--- config.mk ---
export PLATFORM = sky130hd
export DESIGN_NAME = universal_shift_register
export DESIGN_NICKNAME = d
export VERILOG_FILES = /design/src/rtl/shift_pkg.sv /design/src/rtl/shift_frame_counter.sv /design/src/rtl/universal_shift_register.sv
export SDC_FILE = /design/constraint.sdc
export NUM_CORES = 1
export LEC_CHECK = 0
export ABC_CLOCK_PERIOD_IN_PS = 1510
export BUFFER_PORTS_ARGS = -buffer_cell sky130_fd_sc_hd__clkbuf_2
export CORE_MARGIN = 8
export CORE_UTILIZATION = 47
export CTS_BUF_LIST = sky130_fd_sc_hd__clkbuf_8 sky130_fd_sc_hd__clkbuf_16
export DETAILED_ROUTE_END_ITERATION = 10
export GPL_ROUTABILITY_DRIVEN = 0
export PLACE_DENSITY = 0.77
export SLEW_MARGIN = 20
export SYNTH_ARGS = -nofsm -noshare
export SYNTH_HDL_FRONTEND = slang
export SYNTH_SLANG_ARGS = --single-unit
--- constraint.sdc ---
create_clock -name clk -period 1.51 [get_ports clk]
set_input_delay 0.151 -clock clk [delete_from_list [all_inputs] [get_ports clk]]
set_output_delay 0.151 -clock clk [all_outputs]
set_load 0.05 [all_outputs]
--- src/rtl/shift_pkg.sv ---
// Shared definitions for the universal shift register: operation modes
// and a classifier for the operations that advance the frame counter.
package shift_pkg;

    typedef enum logic [2:0] {
        HOLD  = 3'd0,
        SHR   = 3'd1,
        SHL   = 3'd2,
        ASR   = 3'd3,
        ROR   = 3'd4,
        ROL   = 3'd5,
        LOAD  = 3'd6,
        CLEAR = 3'd7
    } shift_mode_e;

    // True for the five operations that move bits and count toward a frame.
    function automatic logic is_shift(input shift_mode_e mode);
        return (mode == SHR) || (mode == SHL) || (mode == ASR) ||
               (mode == ROR) || (mode == ROL);
    endfunction

    // True for the operations that start a new frame from zero.
    function automatic logic is_restart(input shift_mode_e mode);
        return (mode == LOAD) || (mode == CLEAR);
    endfunction

endpackage

--- src/rtl/shift_frame_counter.sv ---
// Counts accepted shifts modulo WIDTH and pulses done for one cycle each
// time a full frame of WIDTH shifts has been completed.
module shift_frame_counter #(
    parameter int WIDTH = 8
) (
    input  logic                       clk,
    input  logic                       rst,
    input  logic                       inc,
    input  logic                       clr,
    output logic [$clog2(WIDTH+1)-1:0] cnt,
    output logic                       done
);

    localparam int CW = $clog2(WIDTH + 1);
    localparam logic [CW-1:0] LAST = CW'(WIDTH - 1);

    // Frame count and completion pulse; done is high only in the cycle after a wrap.
    always_ff @(posedge clk) begin
        // NOTE: reset is synchronous and sampled like any other input, so it
        // sits inside the clocked branch and takes priority over inc/clr.
        if (rst) begin
            cnt  <= '0;
            done <= 1'b0;
        end else if (clr) begin
            cnt  <= '0;
            done <= 1'b0;
        end else if (inc) begin
            if (cnt == LAST) begin
                cnt  <= '0;
                done <= 1'b1;
            end else begin
                cnt  <= cnt + CW'(1);
                done <= 1'b0;
            end
        end else begin
            done <= 1'b0;
        end
    end

endmodule

--- src/rtl/universal_shift_register.sv ---
// Universal shift register: shift/rotate in both directions, arithmetic
// right shift, parallel load and clear, with a frame counter that tracks
// shifts since the last load or clear.
module universal_shift_register
    import shift_pkg::*;
#(
    parameter int WIDTH = 8
) (
    input  logic                       clk,
    input  logic                       rst,
    input  logic                       en,
    input  shift_mode_e                mode,
    input  logic                       sin_r,
    input  logic                       sin_l,
    input  logic [WIDTH-1:0]           d,
    output logic [WIDTH-1:0]           q,
    output logic                       sout_r,
    output logic                       sout_l,
    output logic [$clog2(WIDTH+1)-1:0] cnt,
    output logic                       done
);

    logic inc;
    logic clr;

    assign inc    = en & is_shift(mode);
    assign clr    = en & is_restart(mode);
    assign sout_r = q[0];
    assign sout_l = q[WIDTH-1];

    // Data path: one register updated by the selected operation when enabled.
    always_ff @(posedge clk) begin
        // NOTE: non-blocking assignments so every right-hand side reads the
        // pre-edge value of q, which the shift expressions depend on.
        if (rst) begin
            q <= '0;
        end else if (en) begin
            case (mode)
                SHR:     q <= {sin_r, q[WIDTH-1:1]};
                SHL:     q <= {q[WIDTH-2:0], sin_l};
                ASR:     q <= {q[WIDTH-1], q[WIDTH-1:1]};
                ROR:     q <= {q[0], q[WIDTH-1:1]};
                ROL:     q <= {q[WIDTH-2:0], q[WIDTH-1]};
                LOAD:    q <= d;
                CLEAR:   q <= '0;
                default: q <= q;
            endcase
        end
    end

    shift_frame_counter #(
        .WIDTH (WIDTH)
    ) u_frame (
        .clk  (clk),
        .rst  (rst),
        .inc  (inc),
        .clr  (clr),
        .cnt  (cnt),
        .done (done)
    );

endmodule

# --- Word-level counts from Yosys, hierarchy flattened ---
# Index checks and enable logic that the tools add are counted.
op_classes:
  add_sub_neg: 1
  multipliers: 0
  div: 0
  magnitude_cmp: 0
  eq_ne: 8
  n_shift: 0
  mux: 3
  bitwise: 4
  reduce_logical: 11
ops:
  columns: ["cell", "count"]
  rows:
  - ["one-hot mux 8 bit (7 select lines)", 1]
  - ["equality test 3 bit, second input constant", 4]
  - ["nonzero test 7 bit", 1]
  - ["equality test 3 x 2 -> 1 bit, second input constant", 2]
  - ["nonzero test 6 bit", 1]
  - ["logical OR 1 bit", 5]
  - ["adder 4 x 1 -> 4 bit, second input constant", 1]
  - ["equality test 4 x 3 -> 1 bit, second input constant", 1]
  - ["2-to-1 mux 4 bit", 1]
  - ["equality test 3 x 1 -> 1 bit, second input constant", 1]
  - ["AND reduction 3 bit", 1]
  - ["OR reduction 3 bit", 1]
  - ["bitwise AND 1 bit", 2]
  - ["NOT 1 bit", 2]
  - ["AND reduction 2 bit", 1]
  - ["OR reduction 2 bit", 1]
  - ["2-to-1 mux 1 bit", 1]
totals:
  ff_bits: 13
  latchBits: 0
  ramBits: 0
  mem_bits_ro: 0
  word_cells: 31
  n_memories: 0

# --- Depth between registers and ports, before layout ---
# Gate-level depths: netlist of the first run.
depth:
  depth_word: 8
  depth_mapped: 5
  depth_no_buf: 4

# --- By module ---
# A second synthesis of the first run with hierarchy kept.
hier_totals:
  cells_unflattened: 77
  area_unflattened_um2: 726.9
by_module_without_submodules:
  columns: ["mod", "instances", "cells_each", "area_each_um2", "seq_area_each_um2"]
  rows:
  - ["universal_shift_register", 1, 56, 485.5, 160.2]
  - ["shift_frame_counter", 1, 21, 241.5, 100.1]

# --- Worst setup path before layout of the first run ---
# Ideal clock, no wire load.
synth_timing:
  kind: "reg-to-reg"
  from: "register u_frame.cnt[0]"
  to: "register u_frame.cnt[2]"
  setup_ns: 0.070
  arrival_time_ns: 1.584
  required_time_ns: 1.440
  path_slack_ns: -0.144
  path_stages_with_launch: 5
  path_cell_list: "dfxtp_1 -> ha_1 -> inv_1 -> or4_1 -> a21oi_1"
synth_between:
  elab_chain_len: 2
  word_cells_on_any_way: 3
  classes_between: "add/sub: 1; eq/ne: 1; mux: 1"
synth_lines:
  columns: ["item", "line_no", "source"]
  rows:
  - ["start: declaration", "shift_frame_counter.sv:10", "output logic [$clog2(WIDTH+1)-1:0] cnt,"]
  - ["start signal: assignment", "shift_frame_counter.sv:32", "cnt <= cnt + CW'(1);"]
  - ["adder 4 x 1 -> 4 bit / equality test 4 x 3 -> 1 bit (equally long branches)", "shift_frame_counter.sv:32, shift_frame_counter.sv:28", null]
  - ["2-to-1 mux 4 bit (*)", "shift_frame_counter.sv:28", "if (cnt == LAST) begin"]
# Mark *: on every way between the ends. The rest lies on a longest branch, timed or not.
# A chain may end at the register's enable or synchronous reset.

# --- Worst setup path in the final report of the first run ---
# Ends and elaborated chain as after synthesis.

==> impl_metrics.env, run 1 <==
export IMPL_place_inst=131
export IMPL_r2r_slack_ps=200
export IMPL_grt_total_usage_pct=12.9
export IMPL_hold_ws_ps=109
export IMPL_critPathMaxStageDelay_ps=490
export IMPL_route_met2_wl_um=968
export IMPL_synth_edff_count=0
export IMPL_fin_crit_sh_pct=87.1
export IMPL_r2r_end="u_frame.cnt[2]"
export IMPL_clkPwrFrac_pct=33.0
export IMPL_cts_made_buffers=3
export IMPL_post_cts_buffers=0
export IMPL_routed_wirelength_um=2070
export IMPL_ff2ff_path_depth=4
export IMPL_core_rowCount=15
export IMPL_min_to="q[7]"
export IMPL_ys_warn_count=0
export IMPL_ys_ff_latch=13
export IMPL_swShare_pct=33.3
export IMPL_criticalPathCategory="reg -> reg"
export IMPL_leakage_nw=0.397
export IMPL_drt_vias_per_instance=6.07
export IMPL_dr_pass1_iters=4
export IMPL_p_switching_mw=0.306
export IMPL_port_buffer_count=30
export IMPL_drtAntennaViolNets=0
export IMPL_synth_async_reset_ratio_pct=0
export IMPL_cts_resized=0
export IMPL_post_dp_hpwl_um=1510
export IMPL_endpoint_kind="flop"
export IMPL_syn_area_um2=795
export IMPL_setup_slack_ps=195
export IMPL_rsz0062_at_grt="false"
export IMPL_ir_worst_vdd_v=0.000546
export IMPL_drt_iter0_drc=27
export IMPL_grt_first_pass_wirelength_um=3570
export IMPL_layout_drive_gt1_share_pct=33.1
export IMPL_ys_types=39
export IMPL_postSynthAreaPerCell_um2=8.73
export IMPL_post_route_util_pct=58.5
export IMPL_min_period_ps=1310
export IMPL_fin_area_um2=966
export IMPL_pin_count=31
export IMPL_worstReg2RegStart="u_frame.cnt[0]"
export IMPL_synthCells=91
export IMPL_core_region_area_um2=1650
export IMPL_p_seq_share_pct=41.8
export IMPL_start_util_pct=48.1
export IMPL_wire_per_inst_um=15.3
export IMPL_antenna_found_initial=0
export IMPL_clk_pin_slew_ps=60
export IMPL_hold_start="rst"
export IMPL_max_freq_mhz=760
export IMPL_crit_fanout=5
export IMPL_ys_seq_area_share_pct=32.8
export IMPL_clock_skew_ps=9.00
export IMPL_insertion_delay_ps=240
export IMPL_min_path_type="in -> reg"
export IMPL_timing_setup_tns_ps=0
export IMPL_cts_tree="yes"
export IMPL_nets=136
export IMPL_p_int_mw=0.613
export IMPL_power_density_nw_per_um2=952
export IMPL_slew_limit_headroom_pct=61.0
export IMPL_drcViolationCount=0
export IMPL_total_power_mw=0.919
export IMPL_die_y_um=57.1
export IMPL_cpMaxStageDelayCell="or4_1"
export IMPL_worstMarginPinSlew_ps=568
export IMPL_setup_viol=0
export IMPL_postCtsHoldBufs=0
export IMPL_cp_cell_sequence="ha_1 -> inv_1 -> or4_1 -> a21oi_1"
export IMPL_grt_pass1_vias=809
export IMPL_arrival_ps=1490
export IMPL_grt_start_max_net_pins=19
export IMPL_slew_violations=0
export IMPL_grt_ovfl_total=0
export IMPL_crit_path_start_kind="flop"
export IMPL_met3WireLength_um=165
export IMPL_worstPathRequired_ps=1690
export IMPL_antenna_cells=0
export IMPL_whs_path_depth=2
export IMPL_wl_met1_um=923
export IMPL_status="completed"
export IMPL_die_x_um=57.1
export IMPL_num_vias=820
export IMPL_syn_num_nets=108
export IMPL_cts_path_max_buffers=2
export IMPL_synthFlopType="dfxtp_1"
export IMPL_max_cap_viol_count=0
export IMPL_htreeDepth=1
export IMPL_hold_violations=0
export IMPL_top_layer="met4"
export IMPL_p_comb_share_pct=25.2
export IMPL_place_area_um2=921
export IMPL_cts_num_sinks=13
export IMPL_cts_root_buf="clkbuf_8"
export IMPL_stdcell_count=135
export IMPL_syn2layout_area_growth_pct=21.6
export IMPL_die_area_um2=3260
export IMPL_pre_cts_slack_ps=135
power by group through the flow:
stage	combinational, mW	sequential (mW)	clock, mW
floorplan	0.113	0.454	0
global placement	0.229	0.390	0
detailed placement	0.232	0.392	0
CTS	0.232	0.384	0.311
global route	0.253	0.387	0.329
finish	0.232	0.385	0.303
flip-flops by register name (all words and copies together) (netlist names):
| name | cells |
|---|---|
| u_frame.cnt | 4 |
| q | 8 |
| u_frame.done | 1 |
cell families after synthesis:
| logic type | after synthesis | share of synthesized area [%] |
|---|---|---|
| compound gates | 43 | 35.0 |
| simple gates | 21 | 19.4 |
| flops | 13 | 32.8 |
| buf+inv | 10 | 7.40 |
| mux | 3 | 3.94 |
| fa+ha+maj | 1 | 1.57 |
cell usage after synthesis, drive strengths merged (2+ instances only):
master  count  area (um^2)
o21ai      15         75.1
dfxtp      13          260
a31oi       6         37.5
buf         6         43.8
a21oi       5         25.0
a22oi       5         37.5
inv         3         11.3
nand3       3         15.0
nor2b       3         18.8
and3b       2         17.5
mux2i       2         20.0
nand4b      2         17.5
o31ai       2         15.0
how the worst max path moves through the flow:
stage / startpoint / to / slack, ps
4_1_cts: u_frame.cnt[0] / u_frame.cnt[2] / 180
5_1_grt: u_frame.cnt[0] / u_frame.cnt[2] / 100
2_1_floorplan: u_frame.cnt[0] / u_frame.cnt[2] / 60
6_report: u_frame.cnt[0] / u_frame.cnt[2] / 200
3_5_place_dp: mode[0] / q[1] / 130
3_3_place_gp: mode[0] / q[2] / 160
cell type report:
type	count	area, um^2
fill	164	686
multi-input combinational	68	475
sequential	13	263
timing repair buffer	30	150
clock buffer	3	41.3
tap	17	21.3
inverter	3	11.3
clock inverter	1	3.75
worst max-delay path, delay by kind of cell (launching register included):
family	cells	cell delay (ps)
AND/OR/NAND/NOR	1	490
flip-flops	1	360
adder cells (fa/ha/maj)	1	210
AO/OA/AOI/OAI	1	140
buffers and inverters	1	60
per-layer routing:
| metal | vias up | global-route usage (%) |
|---|---|---|
| li1 | 414 | - |
| met5 | - | 0 |
| met2 | 26 | 20.3 |
| met1 | 378 | 15.0 |
| met4 | 0 | 5.70 |
| met3 | 2 | 5.10 |
layout by cell type (no fill, tap or decap), types with 2 or more instances in the layout:
| cell type | count |
|---|---|
| clkbuf_2 | 30 |
| o21ai_0 | 15 |
| dfxtp_1 | 11 |
| a31oi_1 | 6 |
| a21oi_1 | 5 |
| a22oi_1 | 5 |
| inv_1 | 4 |
| nand3_1 | 3 |
| nor2b_1 | 3 |
| clkbuf_8 | 3 |
| nand4b_1 | 2 |
| and3b_1 | 2 |
| mux2i_1 | 2 |
| o31ai_1 | 2 |
| dfxtp_2 | 2 |
Note: power is estimated with default switching activity, not from simulation.
==> run 2, diff against run 1 <==
--- a/config.mk
+++ b/config.mk
@@ -5,11 +5,11 @@
 export SDC_FILE = /design/constraint.sdc
 export NUM_CORES = 1
 export LEC_CHECK = 0
+export ABC_AREA = 1
 export ABC_CLOCK_PERIOD_IN_PS = 1510
 export BUFFER_PORTS_ARGS = -buffer_cell sky130_fd_sc_hd__clkbuf_2
 export CORE_MARGIN = 8
 export CORE_UTILIZATION = 47
-export CTS_BUF_LIST = sky130_fd_sc_hd__clkbuf_8 sky130_fd_sc_hd__clkbuf_16
 export DETAILED_ROUTE_END_ITERATION = 10
 export GPL_ROUTABILITY_DRIVEN = 0
 export PLACE_DENSITY = 0.77
==> run 2 against run 1 <==
Net effect:
- cell area rose by 1.7%
- first-iteration DRC count is the same
- synthesized cell count rose by 27%
- global-route usage is essentially flat
- critical path depth increased by 2
- setup slack better by 82 ps
- die area rose by 3.2%
- area after synthesis rose by 4.4%
- clock-buffer cell count grew 1
- core utilization fell by 0.34 points
- combinational power barely moved
- sequential share of layout area is 0.71 points lower
- critical path type unchanged
- critical endpoint is now u_frame.cnt[3]
- largest power group unchanged
==> impl_metrics.env, run 2 <==
export IMPL_timing_setup_tns_ps=0
export IMPL_synth_top_area_share_pct=31.4
export IMPL_cts_made_buffers=3
export IMPL_reg_top3="q: 8 flops, u_frame.cnt: 4 flops, u_frame.done: 1 flops"
export IMPL_p_seq_share_pct=46.3
export IMPL_clkPwrFrac_pct=25.4
export IMPL_die_y_um=58.0
export IMPL_antenna_found_initial=0
export IMPL_drtAntennaViolNets=0
export IMPL_largest_reg_flops=8
export IMPL_drcViolationCount=0
export IMPL_min_period_ps=1230
export IMPL_ir_worst_vdd_v=0.000433
export IMPL_cts_root_buf="clkbuf_4"
export IMPL_syn2layout_area_growth_pct=18.4
export IMPL_clock_skew_ps=0.312
export IMPL_insertion_delay_ps=270
export IMPL_syn_num_nets=133
export IMPL_min_to="q[7]"
export IMPL_arrival_ps=1380
export IMPL_postSynthAreaPerCell_um2=7.15
export IMPL_ys_seq_area_share_pct=31.4
export IMPL_ff2ff_path_depth=6
export IMPL_grt_start_max_net_pins=12
export IMPL_status="completed"
export IMPL_regMostFlops="q"
export IMPL_worstPathRequired_ps=1660
export IMPL_post_dp_hpwl_um=1640
export IMPL_drt_vias_per_instance=5.52
export IMPL_crit_path_start_kind="flop"
export IMPL_max_cap_viol_count=0
export IMPL_pin_count=31
export IMPL_grt_ovfl_total=0
export IMPL_fin_crit_sh_pct=81.6
export IMPL_max_freq_mhz=811
export IMPL_core_rowCount=15
export IMPL_routed_wirelength_um=2070
export IMPL_grt_first_pass_wirelength_um=3480
export IMPL_p_switching_mw=0.299
export IMPL_synthFlopType="dfxtp_1"
export IMPL_synthTopCellsByCount="nand2_1 (22), dfxtp_1 (13), a21oi_1 (11)"
export IMPL_grt_total_usage_pct=12.9
export IMPL_ys_warn_count=0
export IMPL_final_common_cell="clkbuf_2"
export IMPL_post_cts_buffers=0
export IMPL_postCtsHoldBufs=0
export IMPL_synthCells=116
export IMPL_synthTopCellsByArea="dfxtp_1 (31%), nand2_1 (10%), a21oi_1 (6.6%)"
export IMPL_p_comb_share_pct=28.4
export IMPL_final_cell_mix="clkbuf_2 (30), nand2_1 (22), dfxtp_1 (13)"
export IMPL_min_path_type="in -> reg"
export IMPL_criticalPathCategory="reg -> reg"
export IMPL_synth_async_reset_ratio_pct=0
export IMPL_setup_viol=0
export IMPL_syn_area_um2=830
export IMPL_die_area_um2=3370
export IMPL_cts_resized=0
export IMPL_r2r_slack_ps=280
export IMPL_power_density_nw_per_um2=844
export IMPL_slew_limit_headroom_pct=69.1
export IMPL_drt_iter0_drc=27
export IMPL_rsz0062_at_grt="false"
export IMPL_swShare_pct=36.1
export IMPL_worstMarginPinSlew_ps=459
export IMPL_antenna_cells=0
export IMPL_endpoint_kind="flop"
export IMPL_htreeDepth=1
export IMPL_cts_path_max_buffers=2
export IMPL_cts_num_sinks=13
export IMPL_core_region_area_um2=1690
export IMPL_num_vias=895
export IMPL_cts_tree="yes"
export IMPL_crit_fanout=6
export IMPL_ys_ff_latch=13
export IMPL_slew_violations=0
export IMPL_start_util_pct=49.1
export IMPL_worstReg2RegStart="u_frame.cnt[0]"
export IMPL_hold_start="rst"
export IMPL_layout_drive_gt1_share_pct=30.3
export IMPL_synth_top_area_cell="dfxtp_1"
export IMPL_dr_pass1_iters=4
export IMPL_p_int_mw=0.529
export IMPL_nets=163
export IMPL_whs_path_depth=2
export IMPL_leakage_nw=0.470
export IMPL_yosysMostFrequentCell="nand2_1"
export IMPL_r2r_end="u_frame.cnt[3]"
export IMPL_hold_violations=0
export IMPL_ys_types=28
export IMPL_hold_ws_ps=96.3
export IMPL_grt_pass1_vias=818
export IMPL_die_x_um=58.0
export IMPL_wire_per_inst_um=12.8
export IMPL_synth_edff_count=0
export IMPL_port_buffer_count=30
export IMPL_clk_pin_slew_ps=80
[run 2: final cells by class]
type | instances | area, um^2
clock buffers | 4 | 26.3
repair buffers | 30 | 150
fillers | 170 | 707
multi-input cells | 87 | 480
flip-flops and latches | 13 | 260
inverters | 11 | 43.8
well taps | 17 | 21.3
[run 2: metrics by stage]
step                total power, mW  util (%)  std cells  setup slack, ps  instance area [um^2]
floorplan                     0.572         -        116             11.9                   830
global placement              0.623      56.6        158              325                   956
detailed placement            0.627      56.6        158              291                   956
CTS                           0.839      58.1        162              278                   982
global route                  0.880      58.1        162              146                   982
finish                        0.829      58.1        162              277                   982
[run 2: worst max-delay path: stages (launching register included)]
cell and delay [ps]:
dfxtp_1 430, ha_1 230, nand3_1 150, nand3_1 120, nor2_1 50, nor2_1 90, nor2_1 40
[run 2: power groups by stage]
stage               clock (mW)  sequential (mW)  combinational (mW)
finish                   0.210            0.383               0.235
global route             0.240            0.387               0.254
CTS                      0.219            0.383               0.236
detailed placement           0            0.392               0.235
global placement             0            0.391               0.232
floorplan                    0            0.451               0.121
[run 2: worst max path at each step]
stage | from | end | slack (ps) | cells past startpoint
finish | u_frame.cnt[0] | u_frame.cnt[3] | 280 | 6
global route | u_frame.cnt[0] | u_frame.cnt[3] | 150 | 6
CTS | u_frame.cnt[0] | u_frame.cnt[3] | 280 | 6
detailed placement | u_frame.cnt[0] | u_frame.cnt[3] | 290 | 6
global placement | u_frame.cnt[0] | u_frame.cnt[3] | 330 | 6
floorplan | u_frame.cnt[0] | u_frame.cnt[3] | 10 | 6
[run 2: cells by family (layout without fill, tap and decap cells)]
group,count (synthesis),count (layout),synth area share [%]
buf+inv,16,45,10.7
fa+ha+maj,1,1,1.51
xor+xnor,1,1,1.06
simple gates,57,57,36.4
flops,13,13,31.4
compound gates,28,28,19.0
[run 2: per-layer routing]
layer / up-vias / part of all wire, % / global-route usage (%) / wire, um
met1: 418 / 48 / 16.3 / 996
met5: - / 0 / 0 / 0
li1: 454 / - / - / -
met4: 0 / 0.82 / 4.90 / 17
met3: 4 / 3.9 / 3.75 / 80
met2: 19 / 47 / 20.2 / 974
